===== config.mk =====
export PLATFORM = sky130hd
export DESIGN_NAME = seg_scan_arbiter_flat
export DESIGN_NICKNAME = d
export VERILOG_FILES = /design/src/rtl/seg_pkg.sv /design/src/rtl/seg_scan_arbiter_if.sv /design/src/rtl/seg_rr_arb2.sv /design/src/rtl/seg_scan_arbiter.sv /design/src/flat_wrapper.sv
export SDC_FILE = /design/constraint.sdc
export NUM_CORES = 1
export LEC_CHECK = 0
export BUFFER_PORTS_ARGS = -buffer_cell sky130_fd_sc_hd__buf_2
export CORE_ASPECT_RATIO = 1.2
export CORE_UTILIZATION = 50
export DETAILED_ROUTE_END_ITERATION = 10
export GPL_TIMING_DRIVEN = 0
export PLACE_DENSITY = 0.7
export SLEW_MARGIN = 20
export SYNTH_ARGS = -nofsm -noshare
export SYNTH_HDL_FRONTEND = slang
export SYNTH_HIERARCHICAL = 1
export SYNTH_SLANG_ARGS = --single-unit

===== constraint.sdc =====
create_clock -name CLK_100MHZ -period 7.7 [get_ports CLK_100MHZ]
set_clock_uncertainty 0.1 [all_clocks]
set_input_delay 0.77 -clock CLK_100MHZ [delete_from_list [all_inputs] [get_ports CLK_100MHZ]]
set_output_delay 0.77 -clock CLK_100MHZ [all_outputs]
set_load 0.1 [all_outputs]

===== src/rtl/seg_pkg.sv =====
// Shared types and helpers for the seven-segment scan controller.
package seg_pkg;

  typedef enum logic {
    ST_BLANK = 1'b0,
    ST_ON    = 1'b1
  } seg_state_e;

  localparam logic [3:0] AN_OFF = 4'b1111;

  // Active-low anode for digit idx: digit 0 drives bit 3, digit 3 drives bit 0.
  function automatic logic [3:0] an_onehot(input logic [1:0] idx);
    an_onehot = ~(4'b1000 >> idx);
  endfunction

endpackage


===== src/rtl/seg_scan_arbiter_if.sv =====
// Requester/display bundle between the frame sources, the scan controller and the decoders.
interface seg_scan_arbiter_if;

  logic        REQ0;
  logic [31:0] FRAME0;
  logic        REQ1;
  logic [31:0] FRAME1;
  logic [3:0]  BRIGHT;
  logic        GNT0;
  logic        GNT1;
  logic        SRC;
  logic [3:0]  D0_AN;
  logic [3:0]  D1_AN;
  logic [3:0]  NIB0;
  logic [3:0]  NIB1;
  logic        FRAME_DONE;

  modport master (
    output REQ0, FRAME0, REQ1, FRAME1, BRIGHT,
    input  GNT0, GNT1, SRC, D0_AN, D1_AN, NIB0, NIB1, FRAME_DONE
  );

  modport slave (
    input  REQ0, FRAME0, REQ1, FRAME1, BRIGHT,
    output GNT0, GNT1, SRC, D0_AN, D1_AN, NIB0, NIB1, FRAME_DONE
  );

endinterface


===== src/rtl/seg_rr_arb2.sv =====
// Two-way round-robin arbiter; grants are combinational and only valid while eval_i is high.
module seg_rr_arb2 (
  input  logic       clk_i,
  input  logic       rst_ni,
  input  logic [1:0] req_i,
  input  logic       eval_i,
  output logic [1:0] gnt_o,
  output logic       gnt_idx_o
);

  logic ptr_q, ptr_d;

  always_comb begin
    gnt_o     = 2'b00;
    gnt_idx_o = 1'b0;
    ptr_d     = ptr_q;
    if (eval_i) begin
      case (req_i)
        2'b01: begin
          gnt_o     = 2'b01;
          gnt_idx_o = 1'b0;
        end
        2'b10: begin
          gnt_o     = 2'b10;
          gnt_idx_o = 1'b1;
        end
        2'b11: begin
          // Pointer only moves on contention so a lone requester never shifts priority.
          gnt_o     = ptr_q ? 2'b10 : 2'b01;
          gnt_idx_o = ptr_q;
          ptr_d     = ~ptr_q;
        end
        default: ;
      endcase
    end
  end

  always_ff @(posedge clk_i or negedge rst_ni) begin
    if (!rst_ni) begin
      ptr_q <= 1'b0;
    end else begin
      ptr_q <= ptr_d;
    end
  end

endmodule


===== src/rtl/seg_scan_arbiter.sv =====
// Dual 4-digit display scanner: blank-gap anode sequencing, PWM brightness and
// frame-boundary arbitration between two frame sources.
module seg_scan_arbiter
  import seg_pkg::*;
#(
  parameter int unsigned DWELL_CYC = 500000,
  parameter int unsigned BLANK_CYC = 1000
) (
  input  logic               CLK_100MHZ,
  input  logic               RST_N,
  seg_scan_arbiter_if.slave  bus
);

  localparam int unsigned CntMax   = (DWELL_CYC > BLANK_CYC) ? DWELL_CYC : BLANK_CYC;
  localparam int unsigned CntW     = $clog2(CntMax);
  localparam int unsigned SliceDiv = DWELL_CYC / 16;

  localparam logic [CntW-1:0] DwellLast = CntW'(DWELL_CYC - 1);
  localparam logic [CntW-1:0] BlankLast = CntW'(BLANK_CYC - 1);
  localparam logic [CntW-1:0] SliceLen  = CntW'(SliceDiv);

  seg_state_e      state_q, state_d;
  logic [1:0]      idx_q, idx_d;
  logic [CntW-1:0] cnt_q, cnt_d;
  logic [31:0]     shadow_q, shadow_d;
  logic [3:0]      bright_q, bright_d;
  logic [3:0]      an_q, an_d;
  logic [3:0]      nib0_q, nib0_d;
  logic [3:0]      nib1_q, nib1_d;
  logic [1:0]      gnt_q, gnt_d;
  logic            done_q, done_d;
  logic            src_q, src_d;

  logic            boundary;
  logic [1:0]      arb_gnt;
  logic            arb_idx;
  logic [CntW-1:0] slice;

  assign boundary = (state_q == ST_ON) && (idx_q == 2'd3) && (cnt_q == DwellLast);

  seg_rr_arb2 u_arb (
    .clk_i     (CLK_100MHZ),
    .rst_ni    (RST_N),
    .req_i     ({bus.REQ1, bus.REQ0}),
    .eval_i    (boundary),
    .gnt_o     (arb_gnt),
    .gnt_idx_o (arb_idx)
  );

  always_comb begin
    state_d  = state_q;
    idx_d    = idx_q;
    cnt_d    = cnt_q;
    shadow_d = shadow_q;
    bright_d = bright_q;
    nib0_d   = nib0_q;
    nib1_d   = nib1_q;
    src_d    = src_q;
    gnt_d    = arb_gnt;
    done_d   = boundary;
    an_d     = AN_OFF;

    unique case (state_q)
      ST_BLANK: begin
        if (cnt_q == BlankLast) begin
          state_d = ST_ON;
          cnt_d   = '0;
        end else begin
          cnt_d = cnt_q + CntW'(1);
        end
      end
      ST_ON: begin
        if (cnt_q == DwellLast) begin
          state_d = ST_BLANK;
          cnt_d   = '0;
          idx_d   = boundary ? 2'd0 : idx_q + 2'd1;
        end else begin
          cnt_d = cnt_q + CntW'(1);
        end
      end
      default: ;
    endcase

    if (boundary) begin
      bright_d = bus.BRIGHT;
      if (arb_gnt != 2'b00) begin
        shadow_d = arb_idx ? bus.FRAME1 : bus.FRAME0;
        src_d    = arb_idx;
      end
    end

    // Nibbles are loaded as BLANK begins so the decoders settle before the anode lights.
    if (state_q == ST_ON && state_d == ST_BLANK) begin
      nib0_d = shadow_d[{1'b0, idx_d, 2'b00} +: 4];
      nib1_d = shadow_d[{1'b1, idx_d, 2'b00} +: 4];
    end

    // Outputs are computed from next state so the registered anodes line up with state_q.
    slice = cnt_d / SliceLen;
    if (state_d == ST_ON && slice <= CntW'(bright_d)) begin
      an_d = an_onehot(idx_d);
    end
  end

  always_ff @(posedge CLK_100MHZ or negedge RST_N) begin
    if (!RST_N) begin
      state_q  <= ST_BLANK;
      idx_q    <= 2'd0;
      cnt_q    <= '0;
      shadow_q <= 32'h0;
      bright_q <= 4'hF;
      an_q     <= AN_OFF;
      nib0_q   <= 4'h0;
      nib1_q   <= 4'h0;
      gnt_q    <= 2'b00;
      done_q   <= 1'b0;
      src_q    <= 1'b0;
    end else begin
      state_q  <= state_d;
      idx_q    <= idx_d;
      cnt_q    <= cnt_d;
      shadow_q <= shadow_d;
      bright_q <= bright_d;
      an_q     <= an_d;
      nib0_q   <= nib0_d;
      nib1_q   <= nib1_d;
      gnt_q    <= gnt_d;
      done_q   <= done_d;
      src_q    <= src_d;
    end
  end

  assign bus.D0_AN      = an_q;
  assign bus.D1_AN      = an_q;
  assign bus.NIB0       = nib0_q;
  assign bus.NIB1       = nib1_q;
  assign bus.GNT0       = gnt_q[0];
  assign bus.GNT1       = gnt_q[1];
  assign bus.SRC        = src_q;
  assign bus.FRAME_DONE = done_q;

endmodule


===== src/flat_wrapper.sv =====
// flat-port wrapper written by rule: the top's interface ports become plain ports
module seg_scan_arbiter_flat import seg_pkg::*;
#(
  parameter int unsigned DWELL_CYC = 500000,
  parameter int unsigned BLANK_CYC = 1000
)
  (CLK_100MHZ, RST_N, bus_REQ0, bus_FRAME0, bus_REQ1, bus_FRAME1, bus_BRIGHT, bus_GNT0, bus_GNT1, bus_SRC, bus_D0_AN, bus_D1_AN, bus_NIB0, bus_NIB1, bus_FRAME_DONE);
  seg_scan_arbiter_if bus_i ();
  input  logic CLK_100MHZ;
  input  logic RST_N;
  input wire logic [$bits(bus_i.REQ0)-1:0] bus_REQ0;
  input wire logic [$bits(bus_i.FRAME0)-1:0] bus_FRAME0;
  input wire logic [$bits(bus_i.REQ1)-1:0] bus_REQ1;
  input wire logic [$bits(bus_i.FRAME1)-1:0] bus_FRAME1;
  input wire logic [$bits(bus_i.BRIGHT)-1:0] bus_BRIGHT;
  output wire logic [$bits(bus_i.GNT0)-1:0] bus_GNT0;
  output wire logic [$bits(bus_i.GNT1)-1:0] bus_GNT1;
  output wire logic [$bits(bus_i.SRC)-1:0] bus_SRC;
  output wire logic [$bits(bus_i.D0_AN)-1:0] bus_D0_AN;
  output wire logic [$bits(bus_i.D1_AN)-1:0] bus_D1_AN;
  output wire logic [$bits(bus_i.NIB0)-1:0] bus_NIB0;
  output wire logic [$bits(bus_i.NIB1)-1:0] bus_NIB1;
  output wire logic [$bits(bus_i.FRAME_DONE)-1:0] bus_FRAME_DONE;
  assign bus_i.REQ0 = bus_REQ0;
  assign bus_i.FRAME0 = bus_FRAME0;
  assign bus_i.REQ1 = bus_REQ1;
  assign bus_i.FRAME1 = bus_FRAME1;
  assign bus_i.BRIGHT = bus_BRIGHT;
  assign bus_GNT0 = bus_i.GNT0;
  assign bus_GNT1 = bus_i.GNT1;
  assign bus_SRC = bus_i.SRC;
  assign bus_D0_AN = bus_i.D0_AN;
  assign bus_D1_AN = bus_i.D1_AN;
  assign bus_NIB0 = bus_i.NIB0;
  assign bus_NIB1 = bus_i.NIB1;
  assign bus_FRAME_DONE = bus_i.FRAME_DONE;
  seg_scan_arbiter #(.DWELL_CYC(DWELL_CYC), .BLANK_CYC(BLANK_CYC)) u_core (.CLK_100MHZ(CLK_100MHZ), .RST_N(RST_N), .bus(bus_i));
endmodule

==> run_results.csv <==
group,metric,value,unit
outcome,status,"finished, final reports clean",
setup_path,startpoint,"u_core/cnt_q[12]",
drt,wire_per_inst,17.8,microns
setup_path,worst_path_largest_cell_delay,0.58,ns
power,ir_worst_vdd,0.0971,mV
sta,setup_slack,0.339,ns
die,initial_core_util,51.9,%
placed_design,gp_congestion,0.942,
cells_and_area,finish.utilization,63.0,%
cts,insertion_delay,0.33,ns
global_route,grt_max_degree,55,
synth,syn-num-nets,727,
setup_path,crit_top_cell,"and3_1",
synth,synth_edf_count,0,
drt,drcViolationCount,0,
cts,cts_buffers,9,
setup_path,r2r-start,"u_core/cnt_q[12]",
sta,drv_slew,0,
cts,path_clk_slew,0.06,ns
global_route,grt_pass1_wl,25.9,mm
synth,synthTopCellsByCount,"84 x nand2_1, 67 x dfrtp_1, 59 x o21ai_0",
synth,synth.avg_cell_area,8.91,sq um
die,io_pins,92,
sta,tightest_slew,0.933,ns
drt,ant_nets,0,
sta,relSlewSlack,37.8,%
synth,synth_ff_type,"dfrtp_1",
synth,yosysMostFrequentCell,"nand2_1",
placed_design,dp_hpwl,12.5,mm
cells_and_area,antenna_cells,0,
cells_and_area,final_area,7020,sq um
sta,period_share,95.6,%
sta,fin_tns_setup,0,ns
setup_path,path_max_fanout,10,
synth,yosysTopAreaCell,"dfrtp_1",
flow_run,maxCapViolCount,0,
cells_and_area,area_growth,21.3,%
placed_design,place_area,6460,sq um
drt,first_pass_iters,7,
power,power_leakage,0.00306,uW
drt,viasPerCell,5.96,
setup_path,cp_data_arrival_time,7.53,ns
setup_path,r2r_end,"u_core/bus.D0_AN[3]",
sta,setup_viol_count_final,0,
cts,cts_tree,"yes",
cts,cts_root_buf,"clkbuf_16",
setup_path,critPathSlowestCell,"or4b_4",
global_route,grt_overflow,0,
drt,vias,5496,
setup_path,worstSetupStartpointType,"register",
placed_design,pre_cts_slack,0.0891,ns
worst_hold_path,hold_class,"input port to async pin",
sta,hold_viol,0,
setup_path,r2r_slack,0.34,ns
die,dieArea,12000,sq um
sta,max_freq,136,MHz
synth,ys_types,84,
synth,ys_warn_count,6,
die,placementRows,42,
global_route,grt_pass1_vias,5304,
synth,ys_seq_area_share,32.6,%
cells_and_area,drive_gt1_share,27.9,%
setup_path,rr_worst_depth,32,
sta,finalCriticalPeriod,7.36,ns
cts,cts_buffer_depth,2,
synth,synth-seq-cells,75,
synth,synthCells,649,
cells_and_area,multi_input_area,3740,sq um
synth,synth_top_area_share,29.0,%
global_route,grt_antenna_before_repair,0,
placed_design,port_buffers,91,
die,core,11100,sq um
cells_and_area,fill_cells,966,
setup_path,end_kind,"register",
synth,syn-cell-area,5790,sq um
die,die_w,100,microns
setup_path,worstPathRequired,7.87,ns
synth,synthArstFlopShare,100,%
cts,clock_sinks,75,
global_route,grt_usage,27.6,%
cts,htreeDepth,3,
cells_and_area,nNetsFinal,841,
die,die_h,120,microns
drt,drt_wl_total,16.4,mm
synth,synthTopCellsByArea,"dfrtp_1 29%, mux2i_1 9.7%, nand2_1 5.4%, o21ai_0 5.1%, dfstp_2 3.6%",
power,p_per_area,126,nW/um^2
power,p_total,882,uW
cells_and_area,register_area,1890,sq um
setup_path,worstSetupPathType,"register to register",
drt,drt-initial-drc-count,403,
-- cell usage in the layout, fill, tap and decap left out, types with 7 or more instances in the layout --
master      n
nor4_2      9
clkbuf_16   9
inv_1      17
buf_4      17
nor2_1     30
nand2_1    83
xor2_1     13
clkbuf_1   18
and3_1      8
nand3_1    24
mux2_2     11
dfrtp_1    67
a211oi_1    7
mux2i_1    56
xnor2_1    21
nor3_1     15
buf_2      97
o21ai_0    58
or3_1       7
a21oi_1    21
dfstp_2     8
and2_1      9
-- registers in the layout, indices dropped and copies added (netlist names) --
register	count
u_core/bus.NIB0	4
u_core/bus.NIB1	4
u_core/idx_q	2
u_core/bus.FRAME_DONE	1
u_core/u_arb/ptr_q	1
u_core/gnt_q	2
u_core/bright_q	4
u_core/shadow_q	32
u_core/bus.SRC	1
u_core/cnt_q	19
u_core/state_q	1
u_core/bus.D0_AN	4
-- critical path: cells and delay by family (launching register included) --
kind	cells	cell delay, ns
xor+xnor	2	0.47
fa+ha+maj	1	0.19
mux	2	0.43
simple gates	13	2.67
buf+inv	4	0.92
flops	1	0.32
compound gates	10	2.13
-- power by group --
part	leakage (uW)	internal, uW	switching (uW)	total [uW]
sequential	0.000964	394	0	394
clock	0.000156	286	169	455
combinational	0.00194	17.2	15.5	32.7
total	0.00306	697	185	882
-- worst max-delay path by stage --
stage / slack [ns] / to
final: 0.34 / u_core/bus.D0_AN[3]
after global routing: -0.005 / u_core/bus.D0_AN[3]
after CTS: 0.06 / u_core/bus.D0_AN[3]
after detailed placement: 0.09 / u_core/bus.D0_AN[3]
after global placement: 0.22 / u_core/bus.D0_AN[3]
after floorplan: 1.09 / u_core/bus.D0_AN[3]
-- per-layer routing --
metal / routed length, microns / global-route usage, %
met1: 6730 / 32.3
met2: 8410 / 50.4
met3: 816 / 3.32
met4: 489 / 11.0
met5: 0 / 0
-- repair_timing --
action / 4_1_cts / 5_1_grt
hold endpoints to repair: 0 / 0
setup endpoints to repair: 0 / 4
hold buffers: 0 / 0
setup buffers: 0 / 11
gates resized for setup: 0 / 32
-- cell families (layout without fill, tap and decap cells) --
family / Yosys count / count (layout) / share of synthesized area, %
DFF: 75 / 75 / 32.6
adders and majority gates: 11 / 11 / 2.16
AOI/OAI and AO/OA: 156 / 156 / 19.2
muxes: 67 / 67 / 11.8
and+or+nand+nor: 238 / 239 / 22.9
xor gates and xnor gates: 39 / 39 / 6.03
buffers and inverters: 63 / 181 / 5.23
-- per-stage QoR --
step                      hold slack [ns]  cells
final                               0.223    922
after global routing                0.243    922
after CTS                           0.225    911
after detailed placement            0.383    895
after global placement              0.373    894
after floorplan                     0.356    649
-- cell type report --
type / instances / area share [%]
Inverter: 19 / 1.02
Sequential cell: 75 / 26.9
Clock inverter: 7 / 1.41
Buffer: 43 / 3.32
Timing Repair Buffer: 103 / 8.09
Multi-Input combinational cell: 512 / 53.3
Tap cell: 154 / 2.75
Clock buffer: 9 / 3.21
(Power assumes the default switching activity.)
